### src/rtl/rotate_pipe_if.sv
// rtl/rotate_pipe_if.sv - valid/ready input and output channels of the pipelined rotator
interface rotate_pipe_if #(
  parameter int WIDTH = 32,
  parameter int TAG_W = 4
);
  localparam int AMT_W = $clog2(WIDTH);

  logic             in_valid;
  logic             in_ready;
  logic [WIDTH-1:0] in_data;
  logic [AMT_W-1:0] in_amt;
  logic [1:0]       in_mode;
  logic [TAG_W-1:0] in_tag;
  logic             out_valid;
  logic             out_ready;
  logic [WIDTH-1:0] out_data;
  logic [TAG_W-1:0] out_tag;

  modport master (
    output in_valid, in_data, in_amt, in_mode, in_tag, out_ready,
    input  in_ready, out_valid, out_data, out_tag
  );

  modport slave (
    input  in_valid, in_data, in_amt, in_mode, in_tag, out_ready,
    output in_ready, out_valid, out_data, out_tag
  );
endinterface

### src/rtl/rotate_pipe.sv
// rtl/rotate_pipe.sv - pipelined barrel rotator/shifter, one amount bit resolved per stage
module rotate_pipe #(
  parameter int WIDTH = 32,
  parameter int TAG_W = 4
) (
  input  logic          clock,
  input  logic          reset,
  rotate_pipe_if.slave  bus,
  output logic          busy
);
  localparam int AMT_W = $clog2(WIDTH);
  localparam int LAST  = AMT_W - 1;

  typedef enum logic [1:0] {
    MODE_ROTR = 2'b00,
    MODE_SHR  = 2'b01,
    MODE_ROTL = 2'b10,
    MODE_SHL  = 2'b11
  } mode_e;

  logic [AMT_W-1:0]                r_valid;
  logic [AMT_W-1:0][WIDTH-1:0]     r_data;
  logic [AMT_W-1:0][TAG_W-1:0]     r_tag;
  // Remaining amount is kept right-aligned: bit 0 is always the next layer's bit.
  logic [LAST-1:0][AMT_W-2:0]      r_rem;
  logic [LAST-1:0][1:0]            r_mode;

  logic [AMT_W-1:0]                w_ld;
  logic [AMT_W-1:0]                w_src_valid;
  logic [AMT_W-1:0][WIDTH-1:0]     w_src_data;
  logic [AMT_W-1:0][TAG_W-1:0]     w_src_tag;
  logic [AMT_W-1:0][1:0]           w_src_mode;
  logic [AMT_W-1:0][AMT_W-1:0]     w_src_rem;
  logic [AMT_W-1:0]                w_apply;
  logic [AMT_W-1:0][WIDTH-1:0]     w_res;

  function automatic logic [WIDTH-1:0] layer_op(input logic [WIDTH-1:0] d,
                                                input logic [1:0] m,
                                                input int sh);
    case (m)
      MODE_ROTR: layer_op = (d >> sh) | (d << (WIDTH - sh));
      MODE_SHR:  layer_op = d >> sh;
      MODE_ROTL: layer_op = (d << sh) | (d >> (WIDTH - sh));
      default:   layer_op = d << sh;
    endcase
  endfunction

  // Load enables ripple back from out_ready so a full pipe can still stream.
  always_comb begin
    logic mv;
    logic ld_down;
    w_ld    = '0;
    ld_down = 1'b0;
    for (int k = LAST; k >= 0; k--) begin
      mv      = (k == LAST) ? (r_valid[LAST] && bus.out_ready) : ld_down;
      w_ld[k] = !r_valid[k] || mv;
      ld_down = w_ld[k];
    end
  end

  always_comb begin
    w_src_valid = '0;
    w_src_data  = '0;
    w_src_tag   = '0;
    w_src_mode  = '0;
    w_src_rem   = '0;
    w_apply     = '0;
    w_res       = '0;

    w_src_valid[0] = bus.in_valid;
    w_src_data[0]  = bus.in_data;
    w_src_tag[0]   = bus.in_tag;
    w_src_mode[0]  = bus.in_mode;
    w_src_rem[0]   = bus.in_amt;
    for (int k = 1; k < AMT_W; k++) begin
      w_src_valid[k] = r_valid[k-1];
      w_src_data[k]  = r_data[k-1];
      w_src_tag[k]   = r_tag[k-1];
      w_src_mode[k]  = r_mode[k-1];
      w_src_rem[k]   = {1'b0, r_rem[k-1]};
    end

    // Only bit 0 can be set by the last layer; upper bits were shifted out as zeros.
    for (int k = 0; k < AMT_W; k++) begin
      w_apply[k] = (k == LAST) ? (w_src_rem[k] != '0) : w_src_rem[k][0];
      w_res[k]   = w_apply[k] ? layer_op(w_src_data[k], w_src_mode[k], 1 << k)
                              : w_src_data[k];
    end
  end

  always_ff @(posedge clock) begin
    if (reset) begin
      r_valid <= '0;
      r_data  <= '0;
      r_tag   <= '0;
      r_rem   <= '0;
      r_mode  <= '0;
    end else begin
      for (int k = 0; k < AMT_W; k++) begin
        if (w_ld[k]) begin
          r_valid[k] <= w_src_valid[k];
          r_data[k]  <= w_res[k];
          r_tag[k]   <= w_src_tag[k];
        end
      end
      for (int k = 0; k < LAST; k++) begin
        if (w_ld[k]) begin
          r_rem[k]  <= w_src_rem[k][AMT_W-1:1];
          r_mode[k] <= w_src_mode[k];
        end
      end
    end
  end

  assign bus.in_ready  = w_ld[0];
  assign bus.out_valid = r_valid[LAST];
  assign bus.out_data  = r_data[LAST];
  assign bus.out_tag   = r_tag[LAST];
  assign busy          = |r_valid;

endmodule

### src/flat_wrapper.sv
// flat-port wrapper written by rule: the top's interface ports become plain ports
module rotate_pipe_flat 
#(
  parameter int WIDTH = 32,
  parameter int TAG_W = 4
)
  (clock, reset, busy, bus_in_valid, bus_in_data, bus_in_amt, bus_in_mode, bus_in_tag, bus_out_ready, bus_in_ready, bus_out_valid, bus_out_data, bus_out_tag);
  rotate_pipe_if #(.WIDTH(WIDTH), .TAG_W(TAG_W)) bus_i ();
  input  logic clock;
  input  logic reset;
  output logic busy;
  input wire logic [$bits(bus_i.in_valid)-1:0] bus_in_valid;
  input wire logic [$bits(bus_i.in_data)-1:0] bus_in_data;
  input wire logic [$bits(bus_i.in_amt)-1:0] bus_in_amt;
  input wire logic [$bits(bus_i.in_mode)-1:0] bus_in_mode;
  input wire logic [$bits(bus_i.in_tag)-1:0] bus_in_tag;
  input wire logic [$bits(bus_i.out_ready)-1:0] bus_out_ready;
  output wire logic [$bits(bus_i.in_ready)-1:0] bus_in_ready;
  output wire logic [$bits(bus_i.out_valid)-1:0] bus_out_valid;
  output wire logic [$bits(bus_i.out_data)-1:0] bus_out_data;
  output wire logic [$bits(bus_i.out_tag)-1:0] bus_out_tag;
  assign bus_i.in_valid = bus_in_valid;
  assign bus_i.in_data = bus_in_data;
  assign bus_i.in_amt = bus_in_amt;
  assign bus_i.in_mode = bus_in_mode;
  assign bus_i.in_tag = bus_in_tag;
  assign bus_i.out_ready = bus_out_ready;
  assign bus_in_ready = bus_i.in_ready;
  assign bus_out_valid = bus_i.out_valid;
  assign bus_out_data = bus_i.out_data;
  assign bus_out_tag = bus_i.out_tag;
  rotate_pipe #(.WIDTH(WIDTH), .TAG_W(TAG_W)) u_core (.clock(clock), .reset(reset), .bus(bus_i), .busy(busy));
endmodule
### config.mk
export PLATFORM = sky130hd
export DESIGN_NAME = rotate_pipe_flat
export DESIGN_NICKNAME = d
export VERILOG_FILES = /design/src/rtl/rotate_pipe_if.sv /design/src/rtl/rotate_pipe.sv /design/src/flat_wrapper.sv
export SDC_FILE = /design/constraint.sdc
export NUM_CORES = 1
export LEC_CHECK = 0
export BUFFER_PORTS_ARGS = -buffer_cell sky130_fd_sc_hd__buf_2
export CORE_UTILIZATION = 55
export DETAILED_ROUTE_END_ITERATION = 10
export GPL_ROUTABILITY_DRIVEN = 0
export PLACE_DENSITY_LB_ADDON = 0.05
export SLEW_MARGIN = 20
export SYNTH_ARGS = -nofsm -noshare
export SYNTH_HDL_FRONTEND = slang
export SYNTH_SLANG_ARGS = --single-unit
### constraint.sdc
create_clock -name clock -period 2.2 [get_ports clock]
set_input_delay 0.11 -clock clock [delete_from_list [all_inputs] [get_ports clock]]
set_output_delay 0.11 -clock clock [all_outputs]
set_load 0.1 [all_outputs]
==> run summary <==
Max Clk Rate -> 0.477 GHz
Worst EP required -> 2090 ps
leakage power -> 4.45 nW
Initial DRT Pass Iterations -> 8
Final Hold Violating Endpoints -> 0
Initial Util -> 56.5%
Critical Path End Type -> output pin
grt ovf -> 0
Sink Count -> 203
clock slew at reported path FFs -> 60 ps
# port buffers -> 85
Wirelength per Cell -> 15.9 um
final setup margin -> 103 ps
Seq cells post-synth -> 203
HPWL after DPL -> 16,300 um
post-CTS setup buffer count -> 0
clk_lat worst skew -> 500 ps
critical-path maximum fanout -> 42
Setup Total Neg Slack -> 0 ps
period utilization -> 95.3%
RSZ-0062 raised after global routing -> no
vias post-DR -> 8,535
Cells after Synth -> 1,224
CTS max path bufs -> 3
die width -> 139 um
CP Launch Type -> flip-flop
HP Class -> in -> reg
Place WS -> 492 ps
Mean Syn Cell Area -> 8.38 um^2
initial antenna violation count -> 0
residual DRC count -> 8
Synth top area share -> 39.6%
Ys Warns -> 0
failing checks -> design-rule violations
Layout area overhead -> 13.8%
status -> complete, but fails checks
Worst VDD drop -> 613 uV
Clock Skew -> 7.82 ps
root buffer cell -> clkbuf_16
first-pass GRT wire length -> 40,000 um
final total power -> 9.13 mW
final instance area -> 11,700 um^2
mapped cell area -> 10,300 um^2
Slew @ Worst Pin -> 531 ps
fraction of layout cells with a size suffix above 1 -> 17.7%
fill cell count -> 1,571
die height -> 139 um
GRT Total Usage -> 25.0%
Yosys cell types -> 36
Syn Nets -> 1,271
Via density -> 5.68
First DRT Iteration DRCs -> 554
Nets -> 1,306
Routed WL -> 23,900 um
Routed Antenna Nets -> 0
Finish-stage setup viols -> 0
die area -> 19,200 um^2
Top Ports -> 86
Row Count -> 49
min Tclk post-route -> 2100 ps
post-synthesis sequential area ratio -> 39.6%
post-layout util -> 64.3%
vias in the first global route -> 7,762
largest net degree at the start of global routing -> 76
Max-Cap Viols -> 0
CP arrival -> 1990 ps
ant diodes -> 0
TritonCTS clock tree -> done
pwr dens -> 782 nW/um^2
cts bufs inserted -> 22
top cells by area, synth -> dfxtp_1, mux2i_1, a21oi_1
H-Tree Depth -> 1
largest area contributor in the netlist -> dfxtp_1
Setup Crit Path Kind -> reg -> out
worst-case headroom to the max-slew limit -> 64.6%
dpl cell area -> 10,400 um^2
max-slew violations -> 0
core area -> 18,100 um^2
-- registers in the layout, indices dropped and copies added (netlist names) --
signal,flops
u_core.bus.out_data,32
u_core.bus.out_tag,4
u_core.r_data,128
u_core.r_mode,8
u_core.r_rem,10
u_core.r_tag,16
u_core.r_valid,5
-- worst max-delay path, cell delays in order, from the launching register on --
cell and delay (ps):
dfxtp_1 380, and3_1 200, and3_2 300, inv_12 220, clkbuf_4 380
-- cells in the mapped netlist --
cell type and instances:
a211o_1 9, a211oi_1 40, a21oi_1 135, a21oi_2 31, a221oi_1 32, a22o_1 30
a22oi_1 11, and2_1 1, and3_1 2, and3b_1 1, and4b_1 1, buf_1 6
buf_12 3, buf_2 42, buf_4 52, buf_6 3, clkbuf_1 43, dfxtp_1 203
inv_1 6, inv_12 1, inv_2 1, mux2i_1 98, nand2_1 169, nand2b_1 16
nand3_1 15, nand3b_1 15, nor2_1 165, nor2_2 2, nor2b_1 2, nor3_1 33
o211ai_1 18, o211ai_2 29, o21ai_0 2, o221ai_1 1, o2bb2ai_1 2, o311ai_0 4
-- final cells by class --
| type | count | area (um^2) | area share (%) |
|---|---|---|---|
| Sequential cell | 203 | 4070 | 34.9 |
| Clock inverter | 10 | 136 | 1.17 |
| Timing Repair Buffer | 160 | 1220 | 10.4 |
| Inverter | 8 | 42.5 | 0.365 |
| Clock buffer | 29 | 638 | 5.47 |
| Tap cell | 229 | 287 | 2.46 |
| Multi-Input combinational cell | 864 | 5280 | 45.2 |
-- path summary, 6_finish.rpt --
check / start / endpoint / slack, ps / cells after the start
max: u_core.r_valid[4] / bus_in_ready / 100 / 4
min reg2reg: u_core.bus.out_tag[1] / u_core.bus.out_tag[1] / 450 / 2
max reg2reg: u_core.r_valid[4] / u_core.r_valid[0] / 140 / 6
min: bus_in_data[22] / u_core.r_data[22] / 20 / 3
-- metal layers --
| layer | GRT usage (%) | share of wire (%) | routed length (um) | vias to the layer above |
|---|---|---|---|---|
| li1 | - | - | - | 4384 |
| met1 | 33.2 | 47 | 11100 | 3948 |
| met2 | 43.4 | 48 | 11600 | 168 |
| met3 | 2.59 | 2.8 | 677 | 35 |
| met4 | 6.74 | 2.1 | 507 | 0 |
| met5 | 0 | 0 | 0 | - |
-- through the flow --
step,hold WS [ps],instances
after detailed placement,341,1419
after CTS,1.88,1503
final,18.0,1503
after global placement,327,1419
after global routing,15.7,1503
after floorplan,231,1224
-- placed cells by master, fill, tap and decap left out, types with 4 or more instances in the layout --
cell type,instances
a22oi_1,11
a211oi_1,40
buf_12,8
inv_1,6
dlygate4sd3_1,45
a21oi_1,135
clkbuf_8,4
o311ai_0,4
a211o_1,9
o211ai_1,18
a221oi_1,32
nand2_1,169
o211ai_2,29
clkbuf_16,23
nand3b_1,15
buf_2,83
nor3_1,33
nor2_1,165
buf_4,21
nand3_1,15
dfxtp_2,5
mux2i_1,98
nand2b_1,16
a22o_1,30
dfxtp_1,198
a21oi_2,31
-- power by group --
group / internal (mW) / total (mW) / switching [mW]
Combinational: 0.482 / 1.14 / 0.657
Clock: 2.40 / 3.88 / 1.48
Sequential: 3.88 / 4.11 / 0.229
Total: 6.76 / 9.13 / 2.37
-- kinds of logic (layout without fill, tap and decap cells) --
logic type	count (synthesis)	count (layout)	share of synthesized area, %
AND/OR/NAND/NOR	422	422	17.3
multiplexers	98	98	9.56
flip-flops	203	203	39.6
AO/OA/AOI/OAI	344	344	24.6
buffers and inverters	157	207	8.98
-- what timing repair did --
action / 4_1_cts / 5_1_grt
hold endpoints to repair: 60 / 0
resized for setup: 0 / 3
hold buffers: 45 / 0
endpoints found under the setup margin: 0 / 2
Note: power is estimated with default switching activity, not from simulation.
